$ cat src/rtl/uart_rx_pkg.sv
// Shared types and constants for the UART receiver: FSM states, data-length
// codes, parity-type values and majority-vote sample offsets.
package uart_rx_pkg;

    typedef enum logic [2:0] {
        ST_IDLE,
        ST_START,
        ST_DATA,
        ST_PARITY,
        ST_STOP,
        ST_BREAK_WAIT
    } rx_state_e;

    localparam logic [1:0] DLEN_5 = 2'b00;
    localparam logic [1:0] DLEN_6 = 2'b01;
    localparam logic [1:0] DLEN_7 = 2'b10;
    localparam logic [1:0] DLEN_8 = 2'b11;

    localparam logic PARITY_EVEN = 1'b0;
    localparam logic PARITY_ODD  = 1'b1;

    // Sample points relative to the middle of the bit period (prescale/2).
    localparam int SAMPLE_EARLY_OFS = -1;
    localparam int SAMPLE_MID_OFS   = 0;
    localparam int SAMPLE_LATE_OFS  = 1;

    // Number of data bits for a data_length code; code 11 means 9 bits only
    // on a 9-bit build, and the result never exceeds the data width.
    function automatic logic [3:0] data_bits(input logic [1:0] dlen, input int width);
        logic [3:0] n;
        case (dlen)
            DLEN_5:  n = 4'd5;
            DLEN_6:  n = 4'd6;
            DLEN_7:  n = 4'd7;
            DLEN_8:  n = (width == 9) ? 4'd9 : 4'd8;
            default: n = 4'd8;
        endcase
        if (int'(n) > width) begin
            n = 4'(width);
        end
        return n;
    endfunction

endpackage

$ cat src/rtl/uart_rx_bit_sampler.sv
// Line front end: 2-flop synchronizer, falling-edge detect, bit-period
// counter and 2-of-3 majority vote around the bit centre.
module uart_rx_bit_sampler
    import uart_rx_pkg::*;
#(
    parameter int PRESCALE_WIDTH = 6
) (
    input  logic                      clk_i,
    input  logic                      reset_i,
    input  logic                      rxd_i,
    input  logic [PRESCALE_WIDTH-1:0] prescale_i,
    input  logic                      run_i,
    output logic                      line_o,
    output logic                      fall_o,
    output logic                      bit_o,
    output logic                      bit_done_o,
    output logic                      wrap_o
);

    logic                      sync1_q, sync2_q;
    logic [1:0]                settle_q;
    logic                      prev_q;
    logic [PRESCALE_WIDTH-1:0] cnt_q, cnt_d;
    logic [1:0]                samp_q;

    logic [PRESCALE_WIDTH-1:0] mid, pt_early, pt_mid, pt_late, last;

    // Sample points and terminal count for the latched prescale
    always_comb begin
        mid      = prescale_i >> 1;
        pt_early = mid + PRESCALE_WIDTH'(SAMPLE_EARLY_OFS);
        pt_mid   = mid + PRESCALE_WIDTH'(SAMPLE_MID_OFS);
        pt_late  = mid + PRESCALE_WIDTH'(SAMPLE_LATE_OFS);
        last     = prescale_i - PRESCALE_WIDTH'(1);
        if (!run_i || cnt_q == last) begin
            cnt_d = '0;
        end else begin
            cnt_d = cnt_q + PRESCALE_WIDTH'(1);
        end
    end

    // Synchronizer, edge history, bit counter and early/mid samples.
    // prev_q only becomes 1 from a high level that actually came through the
    // synchronizer, so a line that is already low out of reset never looks
    // like a falling edge.
    always_ff @(posedge clk_i) begin
        if (reset_i) begin
            sync1_q  <= 1'b1;
            sync2_q  <= 1'b1;
            settle_q <= 2'b00;
            prev_q   <= 1'b0;
            cnt_q    <= '0;
            samp_q   <= 2'b00;
        end else begin
            sync1_q  <= rxd_i;
            sync2_q  <= sync1_q;
            settle_q <= {settle_q[0], 1'b1};
            prev_q   <= settle_q[1] & sync2_q;
            cnt_q    <= cnt_d;
            if (run_i && cnt_q == pt_early) begin
                samp_q[0] <= sync2_q;
            end
            if (run_i && cnt_q == pt_mid) begin
                samp_q[1] <= sync2_q;
            end
        end
    end

    assign line_o     = sync2_q;
    assign fall_o     = prev_q & ~sync2_q;
    assign bit_o      = (samp_q[0] & samp_q[1]) | (samp_q[0] & sync2_q) | (samp_q[1] & sync2_q);
    assign bit_done_o = run_i && (cnt_q == pt_late);
    assign wrap_o     = run_i && (cnt_q == last);

endmodule

$ cat src/rtl/uart_rx_ext.sv
// UART receiver with runtime frame format, parity/frame/break status and a
// single-entry holding register with ready/valid handoff and overrun pulse.
//
// state        | meaning
// IDLE         | waiting for a falling edge on the synchronized line
// START        | checking the start bit, rejecting glitches
// DATA         | shifting in data bits LSB-first
// PARITY       | checking the parity bit
// STOP         | checking one or two stop bits, commit on the last one
// BREAK_WAIT   | after a break frame, waiting for the line to return high
module uart_rx_ext
    import uart_rx_pkg::*;
#(
    parameter int DATA_WIDTH     = 8,
    parameter int PRESCALE_WIDTH = 6
) (
    input  logic                      clk,
    input  logic                      reset,
    input  logic                      serial_data_in,
    input  logic [PRESCALE_WIDTH-1:0] prescale,
    input  logic [1:0]                data_length,
    input  logic                      parity_enable,
    input  logic                      parity_type,
    input  logic                      stop_bits,
    input  logic                      rx_ready,
    output logic                      rx_valid,
    output logic [DATA_WIDTH-1:0]     rx_data,
    output logic                      parity_error,
    output logic                      frame_error,
    output logic                      break_detect,
    output logic                      overrun_error
);

    rx_state_e                 state_q;
    logic [PRESCALE_WIDTH-1:0] prescale_q;
    logic [3:0]                nbits_q;
    logic                      par_en_q, par_type_q, stop2_q;
    logic [DATA_WIDTH-1:0]     shift_q, shift_d;
    logic [3:0]                idx_q;
    logic                      par_acc_q, zero_q, stop_idx_q;
    logic                      perr_q, ferr_q, brk_q;

    logic                      rx_valid_q, perr_out_q, ferr_out_q, brk_out_q, overrun_q;
    logic [DATA_WIDTH-1:0]     rx_data_q;

    logic line, fall, samp_bit, bit_done, wrap, run;
    logic commit, stop_ferr, stop_brk;

    assign run = (state_q != ST_IDLE);

    uart_rx_bit_sampler #(
        .PRESCALE_WIDTH(PRESCALE_WIDTH)
    ) u_sampler (
        .clk_i      (clk),
        .reset_i    (reset),
        .rxd_i      (serial_data_in),
        .prescale_i (prescale_q),
        .run_i      (run),
        .line_o     (line),
        .fall_o     (fall),
        .bit_o      (samp_bit),
        .bit_done_o (bit_done),
        .wrap_o     (wrap)
    );

    // Frame-level status as it stands at the current stop-bit decision
    always_comb begin
        shift_d   = shift_q | (DATA_WIDTH'(samp_bit) << idx_q);
        commit    = (state_q == ST_STOP) && bit_done && (stop_idx_q || !stop2_q);
        stop_ferr = ferr_q | ~samp_bit;
        stop_brk  = stop_idx_q ? brk_q : (zero_q & ~samp_bit);
    end

    // Receive FSM, frame checks and holding register
    always_ff @(posedge clk) begin
        if (reset) begin
            state_q    <= ST_IDLE;
            prescale_q <= '0;
            nbits_q    <= 4'd8;
            par_en_q   <= 1'b0;
            par_type_q <= PARITY_EVEN;
            stop2_q    <= 1'b0;
            shift_q    <= '0;
            idx_q      <= '0;
            par_acc_q  <= 1'b0;
            zero_q     <= 1'b1;
            stop_idx_q <= 1'b0;
            perr_q     <= 1'b0;
            ferr_q     <= 1'b0;
            brk_q      <= 1'b0;
            rx_valid_q <= 1'b0;
            rx_data_q  <= '0;
            perr_out_q <= 1'b0;
            ferr_out_q <= 1'b0;
            brk_out_q  <= 1'b0;
            overrun_q  <= 1'b0;
        end else begin
            overrun_q <= 1'b0;
            if (rx_valid_q && rx_ready && !commit) begin
                rx_valid_q <= 1'b0;
            end
            if (commit) begin
                if (!rx_valid_q || rx_ready) begin
                    rx_valid_q <= 1'b1;
                    rx_data_q  <= shift_q;
                    perr_out_q <= perr_q;
                    ferr_out_q <= stop_ferr;
                    brk_out_q  <= stop_brk;
                end else begin
                    overrun_q <= 1'b1;
                end
            end

            case (state_q)
                ST_IDLE: begin
                    if (fall) begin
                        prescale_q <= prescale;
                        nbits_q    <= data_bits(data_length, DATA_WIDTH);
                        par_en_q   <= parity_enable;
                        par_type_q <= parity_type;
                        stop2_q    <= stop_bits;
                        shift_q    <= '0;
                        idx_q      <= '0;
                        par_acc_q  <= 1'b0;
                        zero_q     <= 1'b1;
                        stop_idx_q <= 1'b0;
                        perr_q     <= 1'b0;
                        ferr_q     <= 1'b0;
                        brk_q      <= 1'b0;
                        state_q    <= ST_START;
                    end
                end
                ST_START: begin
                    if (bit_done && samp_bit) begin
                        state_q <= ST_IDLE;
                    end else if (wrap) begin
                        state_q <= ST_DATA;
                    end
                end
                ST_DATA: begin
                    if (bit_done) begin
                        shift_q   <= shift_d;
                        par_acc_q <= par_acc_q ^ samp_bit;
                        if (samp_bit) begin
                            zero_q <= 1'b0;
                        end
                        if (idx_q == nbits_q - 4'd1) begin
                            idx_q   <= '0;
                            state_q <= par_en_q ? ST_PARITY : ST_STOP;
                        end else begin
                            idx_q <= idx_q + 4'd1;
                        end
                    end
                end
                ST_PARITY: begin
                    if (bit_done) begin
                        perr_q <= (par_acc_q ^ samp_bit) != (par_type_q == PARITY_ODD);
                        if (samp_bit) begin
                            zero_q <= 1'b0;
                        end
                        state_q <= ST_STOP;
                    end
                end
                ST_STOP: begin
                    if (bit_done) begin
                        ferr_q     <= stop_ferr;
                        brk_q      <= stop_brk;
                        stop_idx_q <= 1'b1;
                        if (commit) begin
                            state_q <= stop_brk ? ST_BREAK_WAIT : ST_IDLE;
                        end
                    end
                end
                ST_BREAK_WAIT: begin
                    if (line) begin
                        state_q <= ST_IDLE;
                    end
                end
                default: state_q <= ST_IDLE;
            endcase
        end
    end

    assign rx_valid      = rx_valid_q;
    assign rx_data       = rx_data_q;
    assign parity_error  = perr_out_q;
    assign frame_error   = ferr_out_q;
    assign break_detect  = brk_out_q;
    assign overrun_error = overrun_q;

endmodule

$ cat config.mk
export PLATFORM = sky130hd
export DESIGN_NAME = uart_rx_ext
export DESIGN_NICKNAME = d
export VERILOG_FILES = /design/src/rtl/uart_rx_pkg.sv /design/src/rtl/uart_rx_bit_sampler.sv /design/src/rtl/uart_rx_ext.sv
export SDC_FILE = /design/constraint.sdc
export NUM_CORES = 1
export LEC_CHECK = 0
export ABC_AREA = 1
export CELL_PAD_IN_SITES_DETAIL_PLACEMENT = 2
export CELL_PAD_IN_SITES_GLOBAL_PLACEMENT = 2
export CORE_MARGIN = 2
export CORE_UTILIZATION = 34
export CTS_BUF_LIST = sky130_fd_sc_hd__clkbuf_8
export CTS_CLUSTER_SIZE = 14
export DETAILED_ROUTE_END_ITERATION = 7
export PLACE_DENSITY = 0.88
export SETUP_SLACK_MARGIN = 0.02
export SLEW_MARGIN = 20
export SYNTH_ARGS = -nofsm -noshare
export SYNTH_HDL_FRONTEND = slang
export SYNTH_SLANG_ARGS = --single-unit
$ cat constraint.sdc
create_clock -name clk -period 2.4 [get_ports clk]
set_input_delay 0.24 -clock clk [delete_from_list [all_inputs] [get_ports clk]]
set_output_delay 0.24 -clock clk [all_outputs]
set_load 0.02 [all_outputs]
==> impl_summary.log <==
INFO  metric mappedNetlistNets = 469
INFO  metric dominantRegCellSynth = sky130_fd_sc_hd__dfxtp_1
INFO  metric ys_seq_area_share = 38.0%
INFO  metric ctsHtreeMaxLevel = 3
INFO  metric min-delay-start = u_sampler.settle_q[0]$_DFF_P_
INFO  metric synth_xor_area_share = between 3 and 4%
INFO  metric dpl.cell_count = 581
INFO  metric place.gp.congestion = 0.899
INFO  metric antenna_violating_nets_post_route = 0
INFO  metric core_area = 9110 um2
INFO  metric number_of_global_route_vias_before_repair = between 3000 and 4000
INFO  metric worst_slew_pin_slew = 0.920 ns
INFO  metric overflow = 0
INFO  metric finalCriticalPeriod = 2.28 ns
INFO  metric worstReg2RegStart = prescale_q[2]$_SDFFE_PP0P_
INFO  metric run_status = complete, no violations
INFO  metric final_cell_count_no_fill = 598
INFO  metric worst_ep_arrival_time = 2.56 ns
INFO  metric clockBufferDepth = 2
INFO  metric synth_top_family_by_area = simple AND/OR/NAND/NOR gates
INFO  metric post-layout-total-power = 3770 uW
INFO  metric clock-root-buffer = sky130_fd_sc_hd__clkbuf_8
INFO  metric place.port_buffers = 27
INFO  metric synthDistinctLibCells = 37
INFO  metric report.final.slew_viol_count = 0
INFO  metric insertedDiodeCount = 0
INFO  metric synthAdderAreaFrac = 4.35%
INFO  metric grt_start_max_net_pins = 23
INFO  metric p_per_area = around 960 nW/um2
INFO  metric drv.max_cap_violation_count = 0
INFO  metric syn_area = 3160 um2
INFO  metric top_level_ports = 28
INFO  metric worstSetupStartpoint = prescale_q[2]$_SDFFE_PP0P_
INFO  metric initial_utilization = 34.7%
INFO  metric average_footprint_of_a_synthesized_cell = 7.14 um2
INFO  metric drt-initial-drc-count = 120
INFO  metric drt-pass1-iter-count = 4
INFO  metric synth.top_cells.by_area = sky130_fd_sc_hd__dfxtp_1 38%, sky130_fd_sc_hd__nand2_1 10%, sky130_fd_sc_hd__inv_1 7.4%
INFO  metric gr-usage-all-layers = 24.2%
INFO  metric hold_class = register to register
INFO  metric die_h = 100 um
INFO  metric synth_warnings = 0
INFO  metric clkLatencyLatePin = between 0.3 and 0.4 ns
INFO  metric final_period_utilization = 94.9%
INFO  metric vias = 3210
INFO  metric max_clock_freq = approximately 440 MHz
INFO  metric number_of_flops_mapped_to_enable_cells_by_yosys = 0
INFO  metric first_pass_grt_wire_length = roughly 19000 um
INFO  metric yosysMostFrequentCell = sky130_fd_sc_hd__nand2_1
INFO  metric tritoncts_buffer_count = 9
INFO  metric numClockSinks = 60
INFO  metric final-setup-viol-count = 0
INFO  metric worst-endpoint-required = about 2.7 ns
INFO  metric timing.max_slew.rel_slack = 38.0%
INFO  metric setup.worst_path.start_class = register
INFO  metric clk_transition_reported_paths = 0.08 ns
INFO  metric timing.final.ws_setup = about 0.12 ns
INFO  metric p_leak = 0.00163 uW
INFO  metric via_per_inst = 5.37
INFO  metric total_number_of_placement_rows = 35
INFO  metric die_area = 10100 um2
INFO  metric synth.ff_latch_count = 60
INFO  metric nets_finish = around 510
INFO  metric post_synth_inst_count = 443
INFO  metric grt_antenna_before_repair = 0
INFO  metric detailedPlace.worstSlack = -0.0159 ns
INFO  metric share_of_async_settable_or_async_resettable_flops_after_synthesis = 0%
INFO  metric ys_top_cells_by_count = 84 x sky130_fd_sc_hd__nand2_1, 62 x sky130_fd_sc_hd__inv_1, 60 x sky130_fd_sc_hd__dfxtp_1
INFO  metric synth-compound-area-share = 14.6%
INFO  metric vdd_drop_max = 382 uV
INFO  metric skew = 0.0151 ns
INFO  metric netlist.area_leader.share = 38.0%
INFO  metric cts_tree = done
INFO  metric drive_gt1_share = 14.6%
INFO  metric critPathMaxFanout = 6
INFO  metric muxShareOfSynthArea = 0%
INFO  metric timing_hold_violations_final = 0
INFO  metric syn_to_final_growth = 24.4%
INFO  metric die_w = 100 um
INFO  metric synth_simple_gate_area_share = 29.4%
INFO  metric routed_wirelength = 12200 um
INFO  metric critPathKind = register to register
INFO  metric routed_wire_per_std_cell = 20.4 um
INFO  metric dp.final_hpwl = 7700 um
INFO  metric cell_type_with_the_highest_aggregate_area_in_the_netlist = sky130_fd_sc_hd__dfxtp_1
INFO  metric endpoint_kind = register
INFO  metric drt_drc_violations_left = 0
==> worst max-delay path, cell delays in order (launching register included) <==
cell	delay (ns)
sky130_fd_sc_hd__dfxtp_4	0.39
sky130_fd_sc_hd__ha_1	0.21
sky130_fd_sc_hd__nand3_1	0.13
sky130_fd_sc_hd__inv_1	0.09
sky130_fd_sc_hd__nand2_1	0.07
sky130_fd_sc_hd__nand2_1	0.09
sky130_fd_sc_hd__inv_2	0.05
sky130_fd_sc_hd__nor2_4	0.11
sky130_fd_sc_hd__nand3_4	0.10
sky130_fd_sc_hd__buf_4	0.18
sky130_fd_sc_hd__nand2_1	0.09
sky130_fd_sc_hd__nand2_1	0.10
sky130_fd_sc_hd__nor2_4	0.18
sky130_fd_sc_hd__nand3_2	0.12
sky130_fd_sc_hd__nand2_1	0.09
sky130_fd_sc_hd__inv_1	0.07
sky130_fd_sc_hd__nor2_1	0.12
==> sequential cells by signal (all words and copies together) (netlist names), 3 cells and up <==
signal,count
rx_data,8
shift_q,8
prescale_q,6
u_sampler.cnt_q,6
idx_q,4
nbits_q,4
state_q,3
==> placed cells by master, fill, tap and decap left out, types with 6 or more instances in the layout <==
cell type                         count
sky130_fd_sc_hd__clkdlybuf4s50_1     27
sky130_fd_sc_hd__nor2_1              38
sky130_fd_sc_hd__nand2_1             82
sky130_fd_sc_hd__dfxtp_1             56
sky130_fd_sc_hd__clkbuf_8            11
sky130_fd_sc_hd__nand4_1              6
sky130_fd_sc_hd__nor3_1              11
sky130_fd_sc_hd__a21oi_1             34
sky130_fd_sc_hd__buf_4               13
sky130_fd_sc_hd__ha_1                10
sky130_fd_sc_hd__inv_1               59
sky130_fd_sc_hd__o21ai_0             36
sky130_fd_sc_hd__o21a_1               8
sky130_fd_sc_hd__xor2_1               8
sky130_fd_sc_hd__inv_2                7
sky130_fd_sc_hd__nand3_1             26
sky130_fd_sc_hd__nand2_2              7
==> final cells by class <==
type / instances / area, um2
clock buffer: 11 / 151
clock inverter: 5 / 106
fill: 1045 / 5170
inverter: 66 / 248
multi-input combinational: 305 / 1710
sequential: 60 / 1210
tap: 111 / 139
timing repair buffer: 40 / 368
==> per-stage QoR <==
step	cell area [um2]	hold WS (ns)	util (%)	setup TNS, ns
after floorplan	3160	0.344	-	0
after global placement	3600	0.394	39.5	0
after detailed placement	3600	0.406	39.5	-0.0159
after CTS	3880	0.417	42.6	0
after global routing	3930	0.441	43.2	-0.00996
final	3930	0.411	43.2	0
==> report_power, final <==
group          total, uW  leakage, uW  internal [uW]  switching, uW
Combinational       1370      0.00101            419            951
Sequential          1200     0.000489           1080            119
Clock               1200     0.000126            750            448
==> timing repair <==
action                     4_1_cts  5_1_grt
gates cloned                     1        0
setup endpoints to repair       10       27
hold buffers                     0        0
pin swaps                        0        2
setup buffers                    0        0
gates resized for setup          5       14
==> cell families (layout without fill, tap and decap cells) <==
family | count (synthesis) | after routing
buffers and inverters | 79 | 122
AND/OR/NAND/NOR | 195 | 196
XOR/XNOR | 13 | 13
adder cells (fa/ha/maj) | 11 | 11
AO/OA/AOI/OAI | 85 | 85
flip-flops | 60 | 60
==> routing by layer <==
layer	share of wire (%)	up-vias	track usage (%)
met5	0	-	0
met4	1.5	0	9.27
met3	2.0	18	3.69
met2	52	48	44.0
met1	44	1643	28.4
li1	-	1501	-
==> worst paths after layout <==
path | end | cells after the start | slack [ns]
worst max register to register | state_q[2]$_SDFFE_PP0P_ | 16 | 0.12
worst max-delay path | state_q[2]$_SDFFE_PP0P_ | 16 | 0.12
worst min register to register | u_sampler.settle_q[1]$_SDFF_PP0_ | 2 | 0.41
worst min-delay path | u_sampler.settle_q[1]$_SDFF_PP0_ | 2 | 0.41
Power figures use the tool's default switching activity.
